===== src/rtl/uart_pkg.sv =====
// rtl/uart_pkg.sv - shared UART types, data-bits encoding and parity helper
package uart_pkg;

  typedef enum logic [2:0] {
    ST_IDLE,
    ST_START,
    ST_DATA,
    ST_PARITY,
    ST_STOP1,
    ST_STOP2,
    ST_BRK_WAIT
  } rx_state_t;

  localparam logic [1:0] DB5 = 2'd0;
  localparam logic [1:0] DB6 = 2'd1;
  localparam logic [1:0] DB7 = 2'd2;
  localparam logic [1:0] DB8 = 2'd3;

  function automatic logic [2:0] last_bit_idx(input logic [1:0] data_bits);
    logic [2:0] idx;
    case (data_bits)
      DB5:     idx = 3'd4;
      DB6:     idx = 3'd5;
      DB7:     idx = 3'd6;
      DB8:     idx = 3'd7;
      default: idx = 3'd7;
    endcase
    return idx;
  endfunction

  // Parity bit a transmitter would send; unused data MSBs must be 0.
  function automatic logic parity_bit(input logic [7:0] data, input logic odd);
    return (^data) ^ odd;
  endfunction

endpackage


===== src/rtl/uart_rx_cfg_if.sv =====
// rtl/uart_rx_cfg_if.sv - received-frame holding register handshake
interface uart_rx_cfg_if;
  logic       rx_valid;
  logic       rx_ready;
  logic [7:0] rx_data;
  logic       rx_parity_err;
  logic       rx_frame_err;
  logic       rx_break;
  logic       rx_overrun;

  modport master (
    output rx_valid, rx_data, rx_parity_err, rx_frame_err, rx_break, rx_overrun,
    input  rx_ready
  );

  modport slave (
    input  rx_valid, rx_data, rx_parity_err, rx_frame_err, rx_break, rx_overrun,
    output rx_ready
  );
endinterface


===== src/rtl/uart_rx_sampler.sv =====
// rtl/uart_rx_sampler.sv - line synchronizer and 3-tap majority sampler
module uart_rx_sampler #(
  parameter int SYNC_STAGES = 2
) (
  input  logic clk,
  input  logic rst_n,
  input  logic rx_clk_en,
  input  logic uart_rx,
  output logic line,
  output logic majority
);

  logic [SYNC_STAGES-1:0] sync_q;
  logic [1:0]             hist_q;

  always_ff @(posedge clk or negedge rst_n) begin
    if (!rst_n) begin
      sync_q <= '1;
      hist_q <= 2'b11;
    end else begin
      sync_q <= {sync_q[SYNC_STAGES-2:0], uart_rx};
      if (rx_clk_en) hist_q <= {hist_q[0], line};
    end
  end

  assign line = sync_q[SYNC_STAGES-1];

  // Two previous ticks plus the live tick form the vote window.
  assign majority = (hist_q[1] & hist_q[0]) | (hist_q[1] & line) | (hist_q[0] & line);

endmodule


===== src/rtl/uart_rx_cfg.sv =====
// rtl/uart_rx_cfg.sv - runtime-configurable oversampling UART receiver
module uart_rx_cfg
  import uart_pkg::*;
#(
  parameter int OSR         = 16,
  parameter int SYNC_STAGES = 2
) (
  input  logic                 clk,
  input  logic                 rst_n,
  input  logic                 rx_clk_en,
  input  logic                 uart_rx,
  input  logic [1:0]           cfg_data_bits,
  input  logic                 cfg_parity_en,
  input  logic                 cfg_parity_odd,
  input  logic                 cfg_stop2,
  uart_rx_cfg_if.master        rx
);

  localparam int CW = $clog2(OSR);
  localparam logic [CW-1:0] CNT_MID  = CW'(OSR / 2 + 1);
  localparam logic [CW-1:0] CNT_LAST = CW'(OSR - 1);

  rx_state_t     state_q, state_d;
  logic [CW-1:0] cnt_q;
  logic [2:0]    bit_idx_q;
  logic [7:0]    shift_q;
  logic          par_q, stop1_q;
  logic [1:0]    db_q;
  logic          par_en_q, par_odd_q, stop2_q;

  logic line, majority;
  logic at_mid, at_end, start_det, complete;
  logic stop1_val, brk, frame_err, parity_err, accept, load;

  uart_rx_sampler #(.SYNC_STAGES(SYNC_STAGES)) u_sampler (
    .clk       (clk),
    .rst_n     (rst_n),
    .rx_clk_en (rx_clk_en),
    .uart_rx   (uart_rx),
    .line      (line),
    .majority  (majority)
  );

  assign at_mid = rx_clk_en && (cnt_q == CNT_MID);
  assign at_end = rx_clk_en && (cnt_q == CNT_LAST);

  // Stop bit 1 comes from the live vote in STOP1, from its stored copy in STOP2.
  assign stop1_val  = (state_q == ST_STOP1) ? majority : stop1_q;
  assign brk        = (shift_q == 8'h00) && !(par_en_q && par_q) && !stop1_val;
  assign frame_err  = !stop1_val || ((state_q == ST_STOP2) && !majority);
  assign parity_err = par_en_q && (par_q != parity_bit(shift_q, par_odd_q));

  always_ff @(posedge clk or negedge rst_n) begin
    if (!rst_n) state_q <= ST_IDLE;
    else        state_q <= state_d;
  end

  always_comb begin
    state_d   = state_q;
    start_det = 1'b0;
    complete  = 1'b0;
    case (state_q)
      ST_IDLE: begin
        if (rx_clk_en && !line) begin
          state_d   = ST_START;
          start_det = 1'b1;
        end
      end
      ST_START: begin
        if (at_mid && majority) state_d = ST_IDLE;
        else if (at_end)        state_d = ST_DATA;
      end
      ST_DATA: begin
        if (at_end && (bit_idx_q == last_bit_idx(db_q)))
          state_d = par_en_q ? ST_PARITY : ST_STOP1;
      end
      ST_PARITY: begin
        if (at_end) state_d = ST_STOP1;
      end
      ST_STOP1: begin
        if (at_mid && !stop2_q) begin
          complete = 1'b1;
          state_d  = brk ? ST_BRK_WAIT : ST_IDLE;
        end else if (at_end && stop2_q) begin
          state_d = ST_STOP2;
        end
      end
      ST_STOP2: begin
        if (at_mid) begin
          complete = 1'b1;
          state_d  = brk ? ST_BRK_WAIT : ST_IDLE;
        end
      end
      ST_BRK_WAIT: begin
        if (rx_clk_en && line) state_d = ST_IDLE;
      end
      default: state_d = ST_IDLE;
    endcase
  end

  always_ff @(posedge clk or negedge rst_n) begin
    if (!rst_n) begin
      cnt_q     <= '0;
      bit_idx_q <= 3'd0;
      shift_q   <= 8'h00;
      par_q     <= 1'b0;
      stop1_q   <= 1'b1;
      db_q      <= DB8;
      par_en_q  <= 1'b0;
      par_odd_q <= 1'b0;
      stop2_q   <= 1'b0;
    end else if (start_det) begin
      // The detecting tick is tick 0 of the start bit.
      cnt_q     <= CW'(1);
      bit_idx_q <= 3'd0;
      shift_q   <= 8'h00;
      par_q     <= 1'b0;
      db_q      <= cfg_data_bits;
      par_en_q  <= cfg_parity_en;
      par_odd_q <= cfg_parity_odd;
      stop2_q   <= cfg_stop2;
    end else if (rx_clk_en && (state_q != ST_IDLE) && (state_q != ST_BRK_WAIT)) begin
      cnt_q <= (cnt_q == CNT_LAST) ? '0 : cnt_q + CW'(1);
      if (at_mid && (state_q == ST_DATA))   shift_q[bit_idx_q] <= majority;
      if (at_mid && (state_q == ST_PARITY)) par_q <= majority;
      if (at_mid && (state_q == ST_STOP1))  stop1_q <= majority;
      if (at_end && (state_q == ST_DATA))   bit_idx_q <= bit_idx_q + 3'd1;
    end
  end

  assign accept = rx.rx_valid && rx.rx_ready;
  assign load   = complete && (!rx.rx_valid || rx.rx_ready);

  always_ff @(posedge clk or negedge rst_n) begin
    if (!rst_n) begin
      rx.rx_valid      <= 1'b0;
      rx.rx_data       <= 8'h00;
      rx.rx_parity_err <= 1'b0;
      rx.rx_frame_err  <= 1'b0;
      rx.rx_break      <= 1'b0;
      rx.rx_overrun    <= 1'b0;
    end else begin
      rx.rx_overrun <= complete && !load;
      if (load) begin
        rx.rx_valid      <= 1'b1;
        rx.rx_data       <= shift_q;
        rx.rx_parity_err <= parity_err;
        rx.rx_frame_err  <= frame_err || brk;
        rx.rx_break      <= brk;
      end else if (accept) begin
        rx.rx_valid      <= 1'b0;
        rx.rx_parity_err <= 1'b0;
        rx.rx_frame_err  <= 1'b0;
        rx.rx_break      <= 1'b0;
      end
    end
  end

endmodule


===== src/flat_wrapper.sv =====
// flat-port wrapper written by rule: the top's interface ports become plain ports
module uart_rx_cfg_flat import uart_pkg::*;
#(
  parameter int OSR         = 16,
  parameter int SYNC_STAGES = 2
)
  (clk, rst_n, rx_clk_en, uart_rx, cfg_data_bits, cfg_parity_en, cfg_parity_odd, cfg_stop2, rx_rx_valid, rx_rx_data, rx_rx_parity_err, rx_rx_frame_err, rx_rx_break, rx_rx_overrun, rx_rx_ready);
  uart_rx_cfg_if rx_i ();
  input  logic clk;
  input  logic rst_n;
  input  logic rx_clk_en;
  input  logic uart_rx;
  input  logic [1:0] cfg_data_bits;
  input  logic cfg_parity_en;
  input  logic cfg_parity_odd;
  input  logic cfg_stop2;
  output wire logic [$bits(rx_i.rx_valid)-1:0] rx_rx_valid;
  output wire logic [$bits(rx_i.rx_data)-1:0] rx_rx_data;
  output wire logic [$bits(rx_i.rx_parity_err)-1:0] rx_rx_parity_err;
  output wire logic [$bits(rx_i.rx_frame_err)-1:0] rx_rx_frame_err;
  output wire logic [$bits(rx_i.rx_break)-1:0] rx_rx_break;
  output wire logic [$bits(rx_i.rx_overrun)-1:0] rx_rx_overrun;
  input wire logic [$bits(rx_i.rx_ready)-1:0] rx_rx_ready;
  assign rx_rx_valid = rx_i.rx_valid;
  assign rx_rx_data = rx_i.rx_data;
  assign rx_rx_parity_err = rx_i.rx_parity_err;
  assign rx_rx_frame_err = rx_i.rx_frame_err;
  assign rx_rx_break = rx_i.rx_break;
  assign rx_rx_overrun = rx_i.rx_overrun;
  assign rx_i.rx_ready = rx_rx_ready;
  uart_rx_cfg #(.OSR(OSR), .SYNC_STAGES(SYNC_STAGES)) u_core (.clk(clk), .rst_n(rst_n), .rx_clk_en(rx_clk_en), .uart_rx(uart_rx), .cfg_data_bits(cfg_data_bits), .cfg_parity_en(cfg_parity_en), .cfg_parity_odd(cfg_parity_odd), .cfg_stop2(cfg_stop2), .rx(rx_i));
endmodule

===== config.mk =====
export PLATFORM = sky130hd
export DESIGN_NAME = uart_rx_cfg_flat
export DESIGN_NICKNAME = d
export VERILOG_FILES = /design/src/rtl/uart_pkg.sv /design/src/rtl/uart_rx_cfg_if.sv /design/src/rtl/uart_rx_sampler.sv /design/src/rtl/uart_rx_cfg.sv /design/src/flat_wrapper.sv
export SDC_FILE = /design/constraint.sdc
export NUM_CORES = 1
export LEC_CHECK = 0
export ABC_AREA = 1
export ABC_CLOCK_PERIOD_IN_PS = 4200
export BUFFER_PORTS_ARGS = -buffer_cell sky130_fd_sc_hd__buf_2
export CAP_MARGIN = 15
export CORE_UTILIZATION = 63
export CTS_CLUSTER_DIAMETER = 100
export DETAILED_ROUTE_END_ITERATION = 8
export HOLD_SLACK_MARGIN = 0.02
export PLACE_DENSITY = 0.84
export SLEW_MARGIN = 30
export SYNTH_ARGS = -nofsm -noshare
export SYNTH_HDL_FRONTEND = slang
export SYNTH_SLANG_ARGS = --single-unit
export TNS_END_PERCENT = 50

===== constraint.sdc =====
create_clock -name clk -period 4.2 [get_ports clk]
set_input_delay 0.63 -clock clk [delete_from_list [all_inputs] [get_ports clk]]
set_output_delay 0.63 -clock clk [all_outputs]
set_load 0.05 [all_outputs]

# ---- Word level (Yosys, flattened, before mapping)
# Cells that the tools add are included.
dict set report classes {
  n_lt_le_gt_ge 2
  addsub 2
  bitwise_logic 7
  reduce_logical 48
  muxes 40
  n_eq_ne 21
}
# operator n
set op_table {}
lappend op_table {{$mux 3} 15}
lappend op_table {{$mux 8} 3}
lappend op_table {{$logic_and 1x1->1} 23}
lappend op_table {{$pmux 3 s7} 1}
lappend op_table {{$mux 1} 14}
lappend op_table {{$mux 4} 3}
lappend op_table {{$pmux 3 s4} 1}
lappend op_table {{$ne 2x1->1 const B} 5}
lappend op_table {{$reduce_bool 2->1} 5}
lappend op_table {{$eq 3x3->1 const B} 3}
lappend op_table {{$bwmux 8} 1}
lappend op_table {{$eq 4x4->1 const B} 2}
lappend op_table {{$logic_not 8->1} 1}
lappend op_table {{$reduce_xor 8->1} 1}
lappend op_table {{$logic_not 1->1} 7}
lappend op_table {{$reduce_and 7->1} 1}
lappend op_table {{$eq 3x2->1 const B} 2}
lappend op_table {{$ne 3x3->1 const B} 2}
lappend op_table {{$reduce_and 2->1} 3}
lappend op_table {{$add 4x1->4 const B} 1}
lappend op_table {{$eq 2x2->1 const B} 2}
lappend op_table {{$lt 3x4->1 const B} 1}
lappend op_table {{$add 3x1->3 const B} 1}
lappend op_table {{$and 1x1->1} 3}
lappend op_table {{16 further kinds} 19}
dict set report totals {
  inputBits 10
  word_cells 138
  reg_bits 42
}

# ---- Depth between registers and ports, before layout
dict set report depth {
  word_depth 9
  depth_mapped 11
}

# ---- Modules after synthesis
# Synthesis repeated with hierarchy kept, for this count alone.
dict set report unflattened {
  hier_cells 296
  area_unflattened_um2 2406.1
}
# mod cells_each n_inst area_per_inst_um2
set modules_own_cells {}
lappend modules_own_cells {uart_rx_cfg 282 1 2259.7}
lappend modules_own_cells {uart_rx_sampler 14 1 146.4}

# ---- Least setup slack after synthesis
# No wires, ideal clock.
dict set report synth_timing {
  path_kind {input -> register}
  start {input port rx_clk_en}
  end {register u_core.rx.rx_data[6]}
  arrival_ns 1.420
  cell_stages 8
  path_slack_ns 2.661
  cell_sequence {nand2_1 nor2_4 inv_2 nor2_8 nand2_4 buf_6 nand2_2 o21ai_2}
}
dict set report synth_via {
  elab_chain_len 5
  word_cells_on_any_way 6
  cone_classes {mux (3); reduce/logical (3)}
}
# item line_no
set synth_rtl {}
lappend synth_rtl {{start, declared} flat_wrapper.sv:11} ;# input logic rx_clk_en;
lappend synth_rtl {{$logic_and 1x1->1 (*)} uart_rx_cfg.sv:44} ;# assign at_mid = rx_clk_en && (cnt_q == CNT_MID);
lappend synth_rtl {{$logic_and 1x1->1} uart_rx_cfg.sv:81} ;# if (at_mid && !stop2_q) begin
lappend synth_rtl {{$mux 1} uart_rx_cfg.sv:81}
lappend synth_rtl {{$pmux 1 s2 (*)} uart_rx_cfg.sv:62} ;# case (state_q)
lappend synth_rtl {{$logic_and 1x1->1 (*)} uart_rx_cfg.sv:132} ;# assign load = complete && (!rx.rx_valid || rx.rx_ready);
lappend synth_rtl {{end signal, assigned} uart_rx_cfg.sv:146} ;# rx.rx_data <= shift_q;
lappend synth_rtl {{end, declared} uart_rx_cfg_if.sv:12} ;# output rx_valid, rx_data, rx_parity_err, rx_frame_err, rx_break, rx_overrun,
# Every way passes the cells marked *; elsewhere a longest branch is shown, timed or not.
# A chain may end at the register's enable or synchronous reset.

# ---- Worst setup path in the final report
dict set report layout_timing {
  start {register u_core.state_q[0]}
  end {register u_core.shift_q[5]}
}
dict set report layout_via {
  elab_chain_len 5
  word_cells_on_any_way 12
  cone_classes {eq/ne (2); mux (2); reduce/logical (8)}
}
# item line_no
set layout_rtl {}
lappend layout_rtl {{start, declared} uart_rx_cfg.sv:23} ;# rx_state_t state_q, state_d;
lappend layout_rtl {{start signal, assigned} uart_rx_cfg.sv:55} ;# else state_q <= state_d;
lappend layout_rtl {{$reduce_bool 3->1} uart_rx_cfg.sv:122} ;# end else if (rx_clk_en && (state_q != ST_IDLE) && (state_q != ST_BRK_WAIT)) begin
lappend layout_rtl {{$logic_and 1x1->1 (2 in series)} uart_rx_cfg.sv:122}
lappend layout_rtl {{$reduce_bool 2->1 (no source line)} -}
lappend layout_rtl {{$reduce_and 2->1 (no source line)} -}
lappend layout_rtl {{end signal, assigned by index} uart_rx_cfg.sv:124} ;# if (at_mid && (state_q == ST_DATA)) shift_q[bit_idx_q] <= majority;
lappend layout_rtl {{end, declared} uart_rx_cfg.sv:26} ;# logic [7:0] shift_q;
# Several ways; a longest one is shown, not always the timed one.

==> summary.md <==
| Metric | Value |
|---|---|
| Root Buffer Master | sky130_fd_sc_hd__clkbuf_4 |
| Via count of the routed design | 1,844 |
| Average routed wire per standard cell | 12.2 um |
| RSZ-0062 raised after global routing | no |
| H-tree levels | 2 |
| Worst-case vdd ir drop | 285 uV |
| Width of the chip | 62.5 um |
| Starting Density | 67.4% |
| Max Root-Sink Buffers | 2 |
| Number of buffers inserted by post-CTS setup repair | 0 |
| Row Count | 21 |
| Ys async rst share | 100% |
| Cells after synthesis | 276 |
| Port Buf Inserts | 22 |
| Setup TNS | 0 ns |
| Number of register bits inferred by synthesis | 42 |
| Number of nets with antenna violations after detailed routing | 0 |
| Share of the synthesized area in the top cell type | 38.0% |
| Area of the placeable core | 3420 um^2 |
| Critical Path RT | 4.43 ns |
| Final estimated routing congestion in global placement | 0.852 |
| Clock tree from TritonCTS | yes |
| Area added between synthesis and finish | 8.58% |
| Final hold violations | 0 |
| Classification of the worst setup path | reg2reg |
| Achievable clock frequency | 571 MHz |
| PwrDens | 482 nW/um^2 |
| Post-route minimum period | 1.75 ns |
| Residual DRC count | 0 |
| Number of warnings reported in the yosys synthesis log | 0 |
| Vertical die dimension | 62.5 um |
| Total global routing overflow | 0 |
| Largest net degree at the start of global routing | 43 |
| Mean cell area of the mapped netlist | 8.35 um^2 |
| Cts bufs inserted | 5 |
| Setup-violating endpoint count in the final report | 0 |
| Net count of the mapped netlist | 293 |
| Final core occ | 73.2% |
| Insertion delay to the later sink of the worst-skew pair | 0.35 ns |
| Final period util | 41.7% |
| Fraction of layout cells with a size suffix above 1 | 21.5% |
| Aggregate global-route resource usage | 24.3% |
| Filler cell count | 274 |
| PostCTS Resize Cnt | 0 |
| Worst-path fanout max | 15 |
| Nets | 318 |
| Leakage dissipation | 1.26 nW |
| Total power draw | 1.21 mW |
| Setup crit start kind | flop |
| Max Transition Viols Final | 0 |
| Predominant post-synthesis flop cell | sky130_fd_sc_hd__dfrtp_1 |
| Status | finished clean |
| Worst Tran Pin Value | 0.501 ns |
| Min-delay worst type | in2async |
| Via count of the first global-routing pass | 1,737 |
| Clock input transition at the sequential cells of the worst setup and hold paths | 0.12 ns |
| Number of antenna violations at the first check in global routing | 0 |
| Hold-fix buffers at CTS | 0 |
| Number of iterations in the first detailed-routing pass | 5 |
| Count of flip-flops with a built-in enable after synthesis | 0 |
| Count of cell types in the netlist | 37 |
| Via-to-Cell Ratio | 5.30 |
| Die area | 3900 um^2 |
| Total length of routed wires | 4240 um |
| Rel. slew slack | 66.6% |
| Clock Sink Count | 42 |
| Crit path DAT | 1.98 ns |
| Largest cells by area after synthesis | sky130_fd_sc_hd__dfrtp_1, sky130_fd_sc_hd__nand2_1, sky130_fd_sc_hd__dfstp_2 |
| Detailed placement HPWL | 3160 um |
| Maximum capacitance violations | 0 |
| Post-synthesis cell type with the largest combined area | sky130_fd_sc_hd__dfrtp_1 |
| Number of DRC violations after detailed-routing iteration 0 | 116 |
| Count of boundary I/O pins | 23 |
| Wire length of the first global-routing pass | 7390 um |
| Clk_skew | 0.00981 ns |
| Netlist area before placement | 2300 um^2 |
| Element type at the critical path end | flop |
| Final antenna diode count | 0 |
| Register area share after synthesis | 46.0% |
==> where the power goes <==
group | switching (mW) | total (mW) | leakage (nW) | internal, mW
registers | 0.0787 | 0.564 | 0.548 | 0.485
clock network | 0.122 | 0.203 | 0.0353 | 0.0812
logic | 0.290 | 0.439 | 0.677 | 0.149
==> cells in the final DEF, fill, tap and decap left out, types with 2 or more instances in the layout <==
cell,instances
sky130_fd_sc_hd__a21oi_1,7
sky130_fd_sc_hd__buf_2,21
sky130_fd_sc_hd__clkbuf_4,5
sky130_fd_sc_hd__dfrtp_1,35
sky130_fd_sc_hd__dfstp_2,7
sky130_fd_sc_hd__ha_1,7
sky130_fd_sc_hd__inv_1,33
sky130_fd_sc_hd__inv_2,2
sky130_fd_sc_hd__inv_4,2
sky130_fd_sc_hd__nand2_1,74
sky130_fd_sc_hd__nand2_2,4
sky130_fd_sc_hd__nand2_4,2
sky130_fd_sc_hd__nand3_1,21
sky130_fd_sc_hd__nand4_1,7
sky130_fd_sc_hd__nor2_1,14
sky130_fd_sc_hd__nor2_2,3
sky130_fd_sc_hd__nor2_4,3
sky130_fd_sc_hd__nor3_1,3
sky130_fd_sc_hd__o21ai_0,11
sky130_fd_sc_hd__o21ai_1,10
sky130_fd_sc_hd__o21ai_2,8
sky130_fd_sc_hd__o21bai_1,2
sky130_fd_sc_hd__xnor2_1,2
sky130_fd_sc_hd__xor2_1,2
==> synthesized netlist by cell type, types with 2 or more instances <==
cell,instances
sky130_fd_sc_hd__o21bai_1,2
sky130_fd_sc_hd__nor2_1,14
sky130_fd_sc_hd__buf_2,2
sky130_fd_sc_hd__nand3_1,21
sky130_fd_sc_hd__o21ai_0,11
sky130_fd_sc_hd__nand2_4,2
sky130_fd_sc_hd__buf_6,2
sky130_fd_sc_hd__nand2_1,74
sky130_fd_sc_hd__inv_4,2
sky130_fd_sc_hd__inv_1,33
sky130_fd_sc_hd__nor3_1,3
sky130_fd_sc_hd__xor2_1,2
sky130_fd_sc_hd__nor2_4,3
sky130_fd_sc_hd__dfrtp_1,35
sky130_fd_sc_hd__o21ai_1,10
sky130_fd_sc_hd__inv_2,2
sky130_fd_sc_hd__o21ai_2,8
sky130_fd_sc_hd__dfstp_2,7
sky130_fd_sc_hd__ha_1,7
sky130_fd_sc_hd__xnor2_1,2
sky130_fd_sc_hd__nand4_1,7
sky130_fd_sc_hd__nand2_2,4
sky130_fd_sc_hd__nor2_2,3
sky130_fd_sc_hd__a21oi_1,7
==> kinds of logic after synthesis <==
kind of cell,synth area share (%)
XOR/XNOR,1.52
AND/OR/NAND/NOR,28.5
flip-flops,46.0
AO/OA/AOI/OAI,12.3
adder cells (fa/ha/maj),3.80
buffers and inverters,7.82
==> path summary, 6_finish.rpt <==
path                       depth (start not counted)                          to                        from  slack, ns
max reg2reg                                        6           u_core.shift_q[5]           u_core.state_q[0]       2.45
max in group asynchronous                          1              u_core.db_q[1]                       rst_n       3.59
min in group clk                                   1  u_core.u_sampler.sync_q[0]                     uart_rx       0.36
max                                                6           u_core.shift_q[5]           u_core.state_q[0]       2.45
min                                                1      u_core.rx.rx_frame_err                       rst_n       0.24
min reg2reg                                        0  u_core.u_sampler.sync_q[1]  u_core.u_sampler.sync_q[0]       0.37
==> through the flow <==
step	instances	cell area (um^2)	worst slack (ns)	hold WS (ns)
3_3_place_gp	340	2440	2.43	0.346
3_5_place_dp	340	2440	2.38	0.351
2_1_floorplan	276	2300	2.66	0.334
4_1_cts	348	2500	2.47	0.352
5_1_grt	348	2500	2.31	0.260
6_report	348	2500	2.45	0.237
==> registers in the layout (all words and copies together) (netlist names), 2 cells and up <==
register	cells
u_core.state_q	3
u_core.shift_q	8
u_core.u_sampler.sync_q	2
u_core.rx.rx_data	8
u_core.bit_idx_q	3
u_core.db_q	2
u_core.cnt_q	4
u_core.u_sampler.hist_q	2
==> metal layers <==
layer | vias to the layer above | global-route usage (%) | share of wire, %
met1 | 843 | 29.9 | 46
met4 | 0 | 10.2 | 1.8
met3 | 8 | 5.66 | 4.2
li1 | 946 | - | -
met5 | - | 0 | 0
met2 | 47 | 40.8 | 48
==> cell type report <==
type                            instances  area, um^2  area share, %
Tap cell                               46        57.6           2.30
Multi-Input combinational cell        192        1060           42.5
Sequential cell                        42        1060           42.4
Clock buffer                            7        55.1           2.20
Timing Repair Buffer                   22         113           4.50
Inverter                               38         148           5.90
Clock inverter                          1        5.00          0.200
==> worst max-delay path, cell delays in order (launching register included) <==
cell	delay, ns
sky130_fd_sc_hd__dfrtp_1	0.58
sky130_fd_sc_hd__nor2_2	0.24
sky130_fd_sc_hd__nand2_2	0.11
sky130_fd_sc_hd__nor2_4	0.30
sky130_fd_sc_hd__inv_4	0.13
sky130_fd_sc_hd__nand2_2	0.15
sky130_fd_sc_hd__o21ai_0	0.12
Note: power is estimated with default switching activity, not from simulation.
